**src/rtl/vga_frame_engine.sv**
```systemverilog
// rtl/vga_frame_engine.sv - parametrised VGA timing, registered colour/sync output and tear-free object shadow
//
// Ports:
//   clk_i, reset_i         clock, synchronous active-high reset
//   obj_wr_i               strobe: capture obj_x_in_i/obj_y_in_i into the pending shadow
//   obj_x_in_i, obj_y_in_i new object position
//   rgb_in_i               colour for the pixel currently addressed by pixel_x_o/pixel_y_o
//   p_tick_o               pixel enable, one clk every CLK_DIV clks
//   pixel_x_o, pixel_y_o   raster counters of the pixel being fetched
//   video_on_o             fetched pixel lies in the visible area
//   frame_start_o          p_tick at pixel (0,0)
//   obj_x_o, obj_y_o       committed object position, constant for a whole frame
//   rgb_o, hsync_o, vsync_o registered DAC outputs, one pixel behind the counters
module vga_frame_engine #(
    parameter int   CLK_DIV  = 4,
    parameter int   H_ACTIVE = 640,
    parameter int   H_FP     = 16,
    parameter int   H_SYNC   = 96,
    parameter int   H_BP     = 48,
    parameter int   V_ACTIVE = 480,
    parameter int   V_FP     = 10,
    parameter int   V_SYNC   = 2,
    parameter int   V_BP     = 33,
    parameter logic HS_POL   = 1'b0,
    parameter logic VS_POL   = 1'b0,
    parameter int   RGB_W    = 12,
    parameter int   COORD_W  = 10,
    parameter int   OBJ_X0   = 10,
    parameter int   OBJ_Y0   = 300
) (
    input  logic               clk_i,
    input  logic               reset_i,
    input  logic               obj_wr_i,
    input  logic [COORD_W-1:0] obj_x_in_i,
    input  logic [COORD_W-1:0] obj_y_in_i,
    input  logic [RGB_W-1:0]   rgb_in_i,
    output logic               p_tick_o,
    output logic [COORD_W-1:0] pixel_x_o,
    output logic [COORD_W-1:0] pixel_y_o,
    output logic               video_on_o,
    output logic               frame_start_o,
    output logic [COORD_W-1:0] obj_x_o,
    output logic [COORD_W-1:0] obj_y_o,
    output logic [RGB_W-1:0]   rgb_o,
    output logic               hsync_o,
    output logic               vsync_o
);
    localparam int H_TOTAL = H_ACTIVE + H_FP + H_SYNC + H_BP;
    localparam int V_TOTAL = V_ACTIVE + V_FP + V_SYNC + V_BP;
    localparam int DIV_W   = (CLK_DIV > 1) ? $clog2(CLK_DIV) : 1;

    localparam logic [DIV_W-1:0]   DIV_LAST = DIV_W'(CLK_DIV - 1);
    localparam logic [COORD_W-1:0] H_LAST   = COORD_W'(H_TOTAL - 1);
    localparam logic [COORD_W-1:0] V_LAST   = COORD_W'(V_TOTAL - 1);
    localparam logic [COORD_W-1:0] H_ACT    = COORD_W'(H_ACTIVE);
    localparam logic [COORD_W-1:0] V_ACT    = COORD_W'(V_ACTIVE);
    localparam logic [COORD_W-1:0] HS_FIRST = COORD_W'(H_ACTIVE + H_FP);
    localparam logic [COORD_W-1:0] HS_LAST  = COORD_W'(H_ACTIVE + H_FP + H_SYNC - 1);
    localparam logic [COORD_W-1:0] VS_FIRST = COORD_W'(V_ACTIVE + V_FP);
    localparam logic [COORD_W-1:0] VS_LAST  = COORD_W'(V_ACTIVE + V_FP + V_SYNC - 1);

    logic [DIV_W-1:0]   div_q, div_d;
    logic [COORD_W-1:0] x_q, x_d, y_q, y_d;
    logic [RGB_W-1:0]   rgb_q, rgb_d;
    logic               hs_q, hs_d, vs_q, vs_d;
    logic [COORD_W-1:0] obj_x_q, obj_x_d, obj_y_q, obj_y_d;
    logic [COORD_W-1:0] pend_x_q, pend_x_d, pend_y_q, pend_y_d;
    logic               pending_q, pending_d;

    logic p_tick, line_end, frame_end, video_on, commit;

    always_comb begin
        p_tick    = (div_q == DIV_LAST);
        line_end  = (x_q == H_LAST);
        frame_end = line_end && (y_q == V_LAST);
        video_on  = (x_q < H_ACT) && (y_q < V_ACT);
        // Commit only on the very last pixel tick so the new position appears exactly at frame_start.
        commit    = p_tick && frame_end && pending_q;

        div_d     = p_tick ? '0 : div_q + 1'b1;
        x_d       = x_q;
        y_d       = y_q;
        rgb_d     = rgb_q;
        hs_d      = hs_q;
        vs_d      = vs_q;
        if (p_tick) begin
            x_d   = line_end ? '0 : x_q + 1'b1;
            if (line_end) begin
                y_d = (y_q == V_LAST) ? '0 : y_q + 1'b1;
            end
            rgb_d = video_on ? rgb_in_i : '0;
            hs_d  = ((x_q >= HS_FIRST) && (x_q <= HS_LAST)) ? HS_POL : ~HS_POL;
            vs_d  = ((y_q >= VS_FIRST) && (y_q <= VS_LAST)) ? VS_POL : ~VS_POL;
        end

        obj_x_d   = commit ? pend_x_q : obj_x_q;
        obj_y_d   = commit ? pend_y_q : obj_y_q;
        // A write landing on the commit edge is kept for the next frame; the commit uses the older value.
        pend_x_d  = obj_wr_i ? obj_x_in_i : pend_x_q;
        pend_y_d  = obj_wr_i ? obj_y_in_i : pend_y_q;
        pending_d = obj_wr_i || (pending_q && !commit);
    end

    always_ff @(posedge clk_i) begin
        if (reset_i) begin
            div_q     <= '0;
            x_q       <= '0;
            y_q       <= '0;
            rgb_q     <= '0;
            hs_q      <= ~HS_POL;
            vs_q      <= ~VS_POL;
            obj_x_q   <= COORD_W'(OBJ_X0);
            obj_y_q   <= COORD_W'(OBJ_Y0);
            pend_x_q  <= '0;
            pend_y_q  <= '0;
            pending_q <= 1'b0;
        end else begin
            div_q     <= div_d;
            x_q       <= x_d;
            y_q       <= y_d;
            rgb_q     <= rgb_d;
            hs_q      <= hs_d;
            vs_q      <= vs_d;
            obj_x_q   <= obj_x_d;
            obj_y_q   <= obj_y_d;
            pend_x_q  <= pend_x_d;
            pend_y_q  <= pend_y_d;
            pending_q <= pending_d;
        end
    end

    assign p_tick_o      = p_tick;
    assign pixel_x_o     = x_q;
    assign pixel_y_o     = y_q;
    assign video_on_o    = video_on;
    assign frame_start_o = p_tick && (x_q == '0) && (y_q == '0);
    assign obj_x_o       = obj_x_q;
    assign obj_y_o       = obj_y_q;
    assign rgb_o         = rgb_q;
    assign hsync_o       = hs_q;
    assign vsync_o       = vs_q;
endmodule
```
**config.mk**
```make
export PLATFORM = sky130hd
export DESIGN_NAME = vga_frame_engine
export DESIGN_NICKNAME = d
export VERILOG_FILES = /design/src/rtl/vga_frame_engine.sv
export SDC_FILE = /design/constraint.sdc
export NUM_CORES = 1
export LEC_CHECK = 0
export CAP_MARGIN = 10
export CORE_MARGIN = 2
export CORE_UTILIZATION = 35
export DETAILED_ROUTE_END_ITERATION = 7
export PLACE_DENSITY = 0.63
export SYNTH_ARGS = -nofsm -noshare
export SYNTH_HDL_FRONTEND = slang
export SYNTH_SLANG_ARGS = --single-unit
```
**constraint.sdc**
```tcl
create_clock -name clk_i -period 2.1 [get_ports clk_i]
set_input_delay 0.63 -clock clk_i [delete_from_list [all_inputs] [get_ports clk_i]]
set_output_delay 0.63 -clock clk_i [all_outputs]
set_load 0.05 [all_outputs]
```
==> impl_metrics.csv, run 1 <==
group,metric,value,unit
status,status,"finished, violations left",
status,failed_checks,"setup timing",
cells_and_area,fin_util,52.38,%
drt,vias_per_cell,5.222,
drt,drt_iter0_markers,96,
synthesis,synthFlopType,"dfxtp_1",
floorplanning,core.rowCount,34,
clock_tree,cts_hold_buf,0,
worst_setup_path,arrival,1.74,ns
sta,fin_crit,2.371,ns
drt,wl_per_cell,15.05,um
synthesis,synth-edff-count,0,
clock_tree,cts-buffers-inserted,9,
clock_tree,path_clk_slew,0.09,ns
sta,finClkSkew,0.01305,ns
cells_and_area,layout-drive-gt1-share,26.61,%
clock_tree,cts.path.max_buffers,2,
drt,dr.pass1.iters,4,
drt,vias,2919,
power_and_ir_drop,p_per_area,655.0,mW/mm^2
clock_tree,clk-insertion-delay-late,0.36,ns
synthesis,ys_ff_latch,77,
cells_and_area,final_cell_mix,"buf_4, dfxtp_1, clkdlybuf4s50_1, nor2_1, nand4_1",
sta,max_slew_margin,46.81,%
sta,rsz0062_at_grt,"true",
synthesis,synthCells,337,
power_and_ir_drop,internal_power,2208,uW
global_routing,grt_max_degree,24,
power_and_ir_drop,vdd_ir_drop_max,0.4180,mV
sta,holdWs,0.4332,ns
global_routing,antenna_found_initial,0,
worst_setup_path,r2r_slack,0.18,ns
power_and_ir_drop,p_sw_share,25.84,%
synthesis,yosys.area.top_type,"dfxtp_1",
min_path,hold_class,"reg -> reg",
floorplanning,die_area,0.009721,sq mm
drt,route.detailed.drc,0,
synthesis,ys_async_sr_fraction,0,%
synthesis,synth_cell_types,37,
global_routing,grt_pass1_wl,13920,um
sta,fin_ws,-0.2709,ns
worst_setup_path,r2r_start,"pixel_x_o[3]$_SDFFE_PP0P_",
min_path,min_path_cells,1,
synthesis,ys_warn_count,0,
sta,min_period_over_period,112.9,%
cells_and_area,syn_to_final_growth,45.15,%
cells_and_area,layout.nets,486,
placed_design,io_buffers,91,
power_and_ir_drop,power.switching,769.4,uW
power_and_ir_drop,power_frac_seq,51.2,%
clock_tree,cts_tree,"done",
power_and_ir_drop,leakage,0.001847,uW
placed_design,gp_congestion,0.8063,
power_and_ir_drop,pwr-share-clk,39.5,%
sta,fmax,421.8,MHz
global_routing,grt_pass1_vias,2767,
placed_design,dp_cells,542,
sta,finalMaxSlewViolations,0,
clock_tree,cts.sinks,77,
synthesis,synth_area_leaders,"dfxtp_1, mux2i_1, nand4_1, nor2_1, a21oi_1",
synthesis,yosysSeqAreaShare,49.22,%
cells_and_area,final-instance-count-excl-fill,559,
clock_tree,root_buffer,"clkbuf_8",
cells_and_area,antenna_cells,0,
min_path,hp-start,"div_q[0]$_SDFF_PP0_",
drt,antenna_left,0,
floorplanning,core_area,0.008678,sq mm
floorplanning,die_w,98.60,um
cells_and_area,fillers,812,
flow_run,cap_viol_max_count,0,
worst_setup_path,reg2reg_depth,6,
floorplanning,die_h,98.60,um
cells_and_area,final_common_cell,"buf_4",
sta,setup_viol,1,
worst_setup_path,critical_path_class,"reg -> out",
floorplanning,io_pins,92,
sta,hold_viol,0,
global_routing,grt_overflow,0,
synthesis,synth_top_area_share,49.22,%
floorplanning,initial_core_util,36.09,%
worst_setup_path,critPathLaunchType,"register",
synthesis,avgSynthCellArea,9.293,sq um
clock_tree,h-tree-depth,3,
sta,tightest_slew,0.7949,ns
placed_design,dp_hpwl,5923,um
power_and_ir_drop,combPwrFrac,9.3,%
worst_setup_path,required,1.47,ns
drt,routed_wirelength,8414,um
worst_setup_path,startpoint,"pixel_x_o[0]$_SDFFE_PP0P_",
worst_setup_path,worstSetupEndpointType,"output port",
synthesis,synth_area,0.003132,sq mm
worst_setup_path,crit_fanout,2,
global_routing,grt_use_total,17.80,%
synthesis,synth_nets,377,
-- kinds of logic (layout without fill, tap and decap cells) --
| logic type | Yosys count | count (layout) | share of synthesized area, % |
|---|---|---|---|
| AO/OA/AOI/OAI | 70 | 70 | 13.70 |
| XOR/XNOR | 9 | 9 | 2.517 |
| adder cells (fa/ha/maj) | 5 | 5 | 1.998 |
| buffers and inverters | 35 | 149 | 5.074 |
| flip-flops | 77 | 77 | 49.22 |
| multiplexers | 20 | 20 | 6.392 |
| AND/OR/NAND/NOR | 121 | 121 | 21.09 |
-- layout make-up --
| cell class | instances | area [sq um] | share of cell area (%) |
|---|---|---|---|
| clock buffer | 9 | 123.9 | 2.725 |
| clock inverter | 7 | 80.08 | 1.762 |
| inverter | 8 | 32.53 | 0.7157 |
| multi-input combinational | 225 | 1505 | 33.11 |
| sequential | 77 | 1549 | 34.08 |
| tap | 108 | 135.1 | 2.973 |
| timing repair buffer | 125 | 1120 | 24.64 |
-- repair_timing --
item,CTS,global route
pin swaps,3,3
resized for setup,13,4
buffers inserted,1,0
cloned,0,0
setup endpoints to repair,9,2
-- metal layers --
layer,up-vias,routed length (um),global-route usage [%]
met5,-,0,0
met4,0,152,6.322
met3,11,370,4.681
met2,66,4143,28.10
met1,1392,3747,23.61
li1,1450,-,-
-- synth_stat cells (5+ instances only) --
| master | instances |
|---|---|
| mux2i_1 | 20 |
| o21ai_0 | 21 |
| nand4_1 | 28 |
| nand3_1 | 14 |
| ha_1 | 5 |
| a22o_1 | 12 |
| dfxtp_1 | 77 |
| o31ai_1 | 9 |
| inv_1 | 8 |
| nand2_1 | 13 |
| clkbuf_1 | 17 |
| or3_1 | 5 |
| xnor2_1 | 5 |
| nor2_1 | 34 |
| nor4_1 | 5 |
| a21oi_1 | 25 |
-- state kept, by name, indices dropped and copies added (netlist names) --
| register | cells |
|---|---|
| pixel_y_o | 10 |
| rgb_o | 12 |
| hsync_o | 1 |
| obj_y_o | 10 |
| pend_x_q | 10 |
| pending_q | 1 |
| pixel_x_o | 10 |
| vsync_o | 1 |
| pend_y_q | 10 |
| div_q | 2 |
| obj_x_o | 10 |
-- path summary, 6_finish.rpt --
check	to
max reg2reg	pixel_y_o[8]$_SDFFE_PP0P_
min reg2reg	div_q[0]$_SDFF_PP0_
min	div_q[0]$_SDFF_PP0_
max	frame_start_o
-- stage by stage --
step	cell area, sq um	power (uW)	setup TNS [ns]	worst slack, ns
6_report	4546	2978	-0.2709	-0.2709
5_1_grt	4546	3099	-0.3642	-0.3642
4_1_cts	4528	3009	-0.2917	-0.2917
3_5_place_dp	4303	1836	-0.5527	-0.05670
3_3_place_gp	4303	1831	0	0.01165
2_1_floorplan	3173	1704	-0.2874	-0.2874
-- power by group through the flow --
stage	registers, uW	logic (uW)	clock network (uW)
floorplan	1590	110	0
global placement	1560	274	0
detailed placement	1560	278	0
CTS	1520	277	1210
global route	1530	296	1270
finish	1520	276	1180
-- critical path, cell delays in order, from the launching register on --
cell,delay (ns)
dfxtp_2,0.33
inv_1,0.05
ha_1,0.14
nor3b_2,0.17
nand4_1,0.18
nor4bb_4,0.35
buf_12,0.18
No activity file was read; power rests on OpenSTA's default activity.
==> inputs of run 2 (changes only) <==
==> constraint.sdc (replaced) <==
create_clock -name clk_i -period 2.8 [get_ports clk_i]
set_input_delay 0.84 -clock clk_i [delete_from_list [all_inputs] [get_ports clk_i]]
set_output_delay 0.84 -clock clk_i [all_outputs]
set_load 0.05 [all_outputs]
==> run 2 against run 1 <==
  * The run now ends clean
  * First-iteration DRC count is 35% lower
  * Setup slack better by 0.40 ns
  * Clock power decreased by 18%
  * Highest routed layer unchanged
==> impl_metrics.csv, run 2 (synthesis gave the netlist of run 1 again) <==
group,metric,value,unit
min_path,hold_class,"reg -> reg",
worst_setup_path,r2r_start,"div_q[0]$_SDFF_PP0_",
clock_tree,cts.sinks,77,
worst_setup_path,crit_fanout,10,
global_routing,antenna_found_initial,0,
sta,min_period_over_period,95.27,%
power_and_ir_drop,p_per_area,525.5,mW/mm^2
drt,wl_met1,3711,um
worst_setup_path,path_delay_family,"buffers and inverters",
worst_setup_path,critPathLaunchType,"register",
clock_tree,root_buffer,"clkbuf_8",
placed_design,io_buffers,91,
sta,hold_viol,0,
sta,setup_viol,0,
sta,rsz0062_at_grt,"false",
clock_tree,h-tree-depth,3,
power_and_ir_drop,vdd_ir_drop_max,0.2456,mV
sta,tightest_slew,0.8041,ns
global_routing,grt_overflow,0,
placed_design,gp_congestion,0.7554,
cells_and_area,final_cell_mix,"clkdlybuf4s50_1, dfxtp_1, nor2_1, nand4_1, a21oi_1",
drt,dr.pass1.iters,4,
clock_tree,cts.path.max_buffers,2,
cells_and_area,final-instance-count-excl-fill,533,
drt,vias,2807,
worst_setup_path,worstSetupEndpointType,"output port",
drt,drt_iter0_markers,62,
sta,fmax,374.9,MHz
clock_tree,cts-buffers-inserted,9,
floorplanning,core.rowCount,34,
floorplanning,initial_core_util,36.09,%
global_routing,grt_pass1_vias,2700,
sta,fin_crit,2.668,ns
floorplanning,core_area,0.008678,sq mm
drt,antenna_left,0,
drt,wl_per_cell,15.10,um
flow_run,cap_viol_max_count,0,
placed_design,placed_area,0.004143,sq mm
min_path,hp-start,"div_q[0]$_SDFF_PP0_",
sta,max_slew_margin,46.20,%
worst_setup_path,required,1.96,ns
sta,finClkSkew,0.01142,ns
drt,dr_wl_met2,3913,um
cells_and_area,fin_util,50.65,%
floorplanning,die_area,0.009721,sq mm
cells_and_area,design_area,0.004395,sq mm
drt,topRoutingLayerUsed,"met4",
global_routing,grt_use_total,17.05,%
drt,routed-wl-met3,357,um
global_routing,grt_pass1_wl,13430,um
cells_and_area,layout.nets,460,
status,status,"complete, no violations",
drt,route.detailed.drc,0,
worst_setup_path,arrival,1.83,ns
worst_setup_path,startpoint,"div_q[0]$_SDFF_PP0_",
worst_setup_path,cp_slowest_stage_delay,0.84,ns
clock_tree,path_clk_slew,0.08,ns
sta,fin_tns_setup,0,ns
worst_setup_path,crit_path_top_delay_cell,"clkdlybuf4s50_1",
cells_and_area,syn_to_final_growth,40.35,%
drt,vias_per_cell,5.266,
power_and_ir_drop,leakage,0.001581,uW
cells_and_area,layout-drive-gt1-share,8.706,%
clock_tree,cts_tree,"done",
clock_tree,cts_hold_buf,0,
floorplanning,die_w,98.60,um
worst_setup_path,path_buf_inv,2,
worst_setup_path,crit_path_cell_trace,"ha_4, buf_4, clkdlybuf4s50_1",
clock_tree,clk-insertion-delay-late,0.36,ns
cells_and_area,largest_reg_flops,12,
sta,finalMaxSlewViolations,0,
floorplanning,die_h,98.60,um
global_routing,grt_max_degree,36,
worst_setup_path,r2r_slack,0.46,ns
drt,routed_wirelength,8050,um
floorplanning,io_pins,92,
cells_and_area,final_common_cell,"clkdlybuf4s50_1",
placed_design,dp_hpwl,5547,um
cells_and_area,antenna_cells,0,
worst_setup_path,critical_path_class,"reg -> out",
placed_design,dp_cells,516,
run 2: cell count changes in the layout (fill, tap and decap cells not counted), moves of 4 or more:
| cell | before | now |
|---|---|---|
| buf_4 | 77 | 9 |
| clkdlybuf4s50_1 | 34 | 89 |
| dlygate4sd2_1 | 7 | 0 |
| buf_12 | 7 | 1 |
| dfxtp_1 | 71 | 75 |
| dfxtp_2 | 6 | 2 |
run 2: where the power goes:
part	switching [uW]	internal, uW	leakage (uW)
clock	436	534	0.000113
combinational	98.6	97.2	0.000841
sequential	18.3	1130	0.000626
total	553	1760	0.00158
run 2: metrics by stage:
| step | hold WS (ns) | total power, uW | setup slack (ns) |
|---|---|---|---|
| after floorplan | 0.4454 | 1275 | 0.004246 |
| after global placement | 0.4545 | 1361 | 0.2783 |
| after detailed placement | 0.4650 | 1365 | 0.2042 |
| after CTS | 0.4392 | 2337 | 0.05314 |
| after global routing | 0.4565 | 2412 | 0.04653 |
| final | 0.4362 | 2310 | 0.1324 |
run 2: area by class of cell:
cell class,count,area (sq um)
clock inverter,6,93.84
tap,108,135.1
inverter,8,30.03
clock buffer,10,137.6
timing repair buffer,99,978.4
multi-input combinational,225,1476
fill,842,4283
sequential,77,1544
run 2: path summary, 6_finish.rpt:
| check | endpoint | cells past startpoint |
|---|---|---|
| setup / recovery | p_tick_o | 3 |
| setup reg to reg | pixel_y_o[8]$_SDFFE_PP0P_ | 6 |
| hold reg to reg | div_q[0]$_SDFF_PP0_ | 1 |
| hold / removal | div_q[0]$_SDFF_PP0_ | 1 |
run 2: what timing repair did:
action / in CTS / in global routing
gates resized for setup: 3 / 1
setup buffers: 1 / 0
gates cloned: 0 / 0
pin swaps: 4 / 2
endpoints found under the setup margin: 1 / 1
run 2: metal layers:
metal | track usage, % | up-vias
met3 | 4.397 | 4
met2 | 27.11 | 62
met5 | 0 | -
met1 | 22.32 | 1347
li1 | - | 1394
met4 | 6.533 | 0
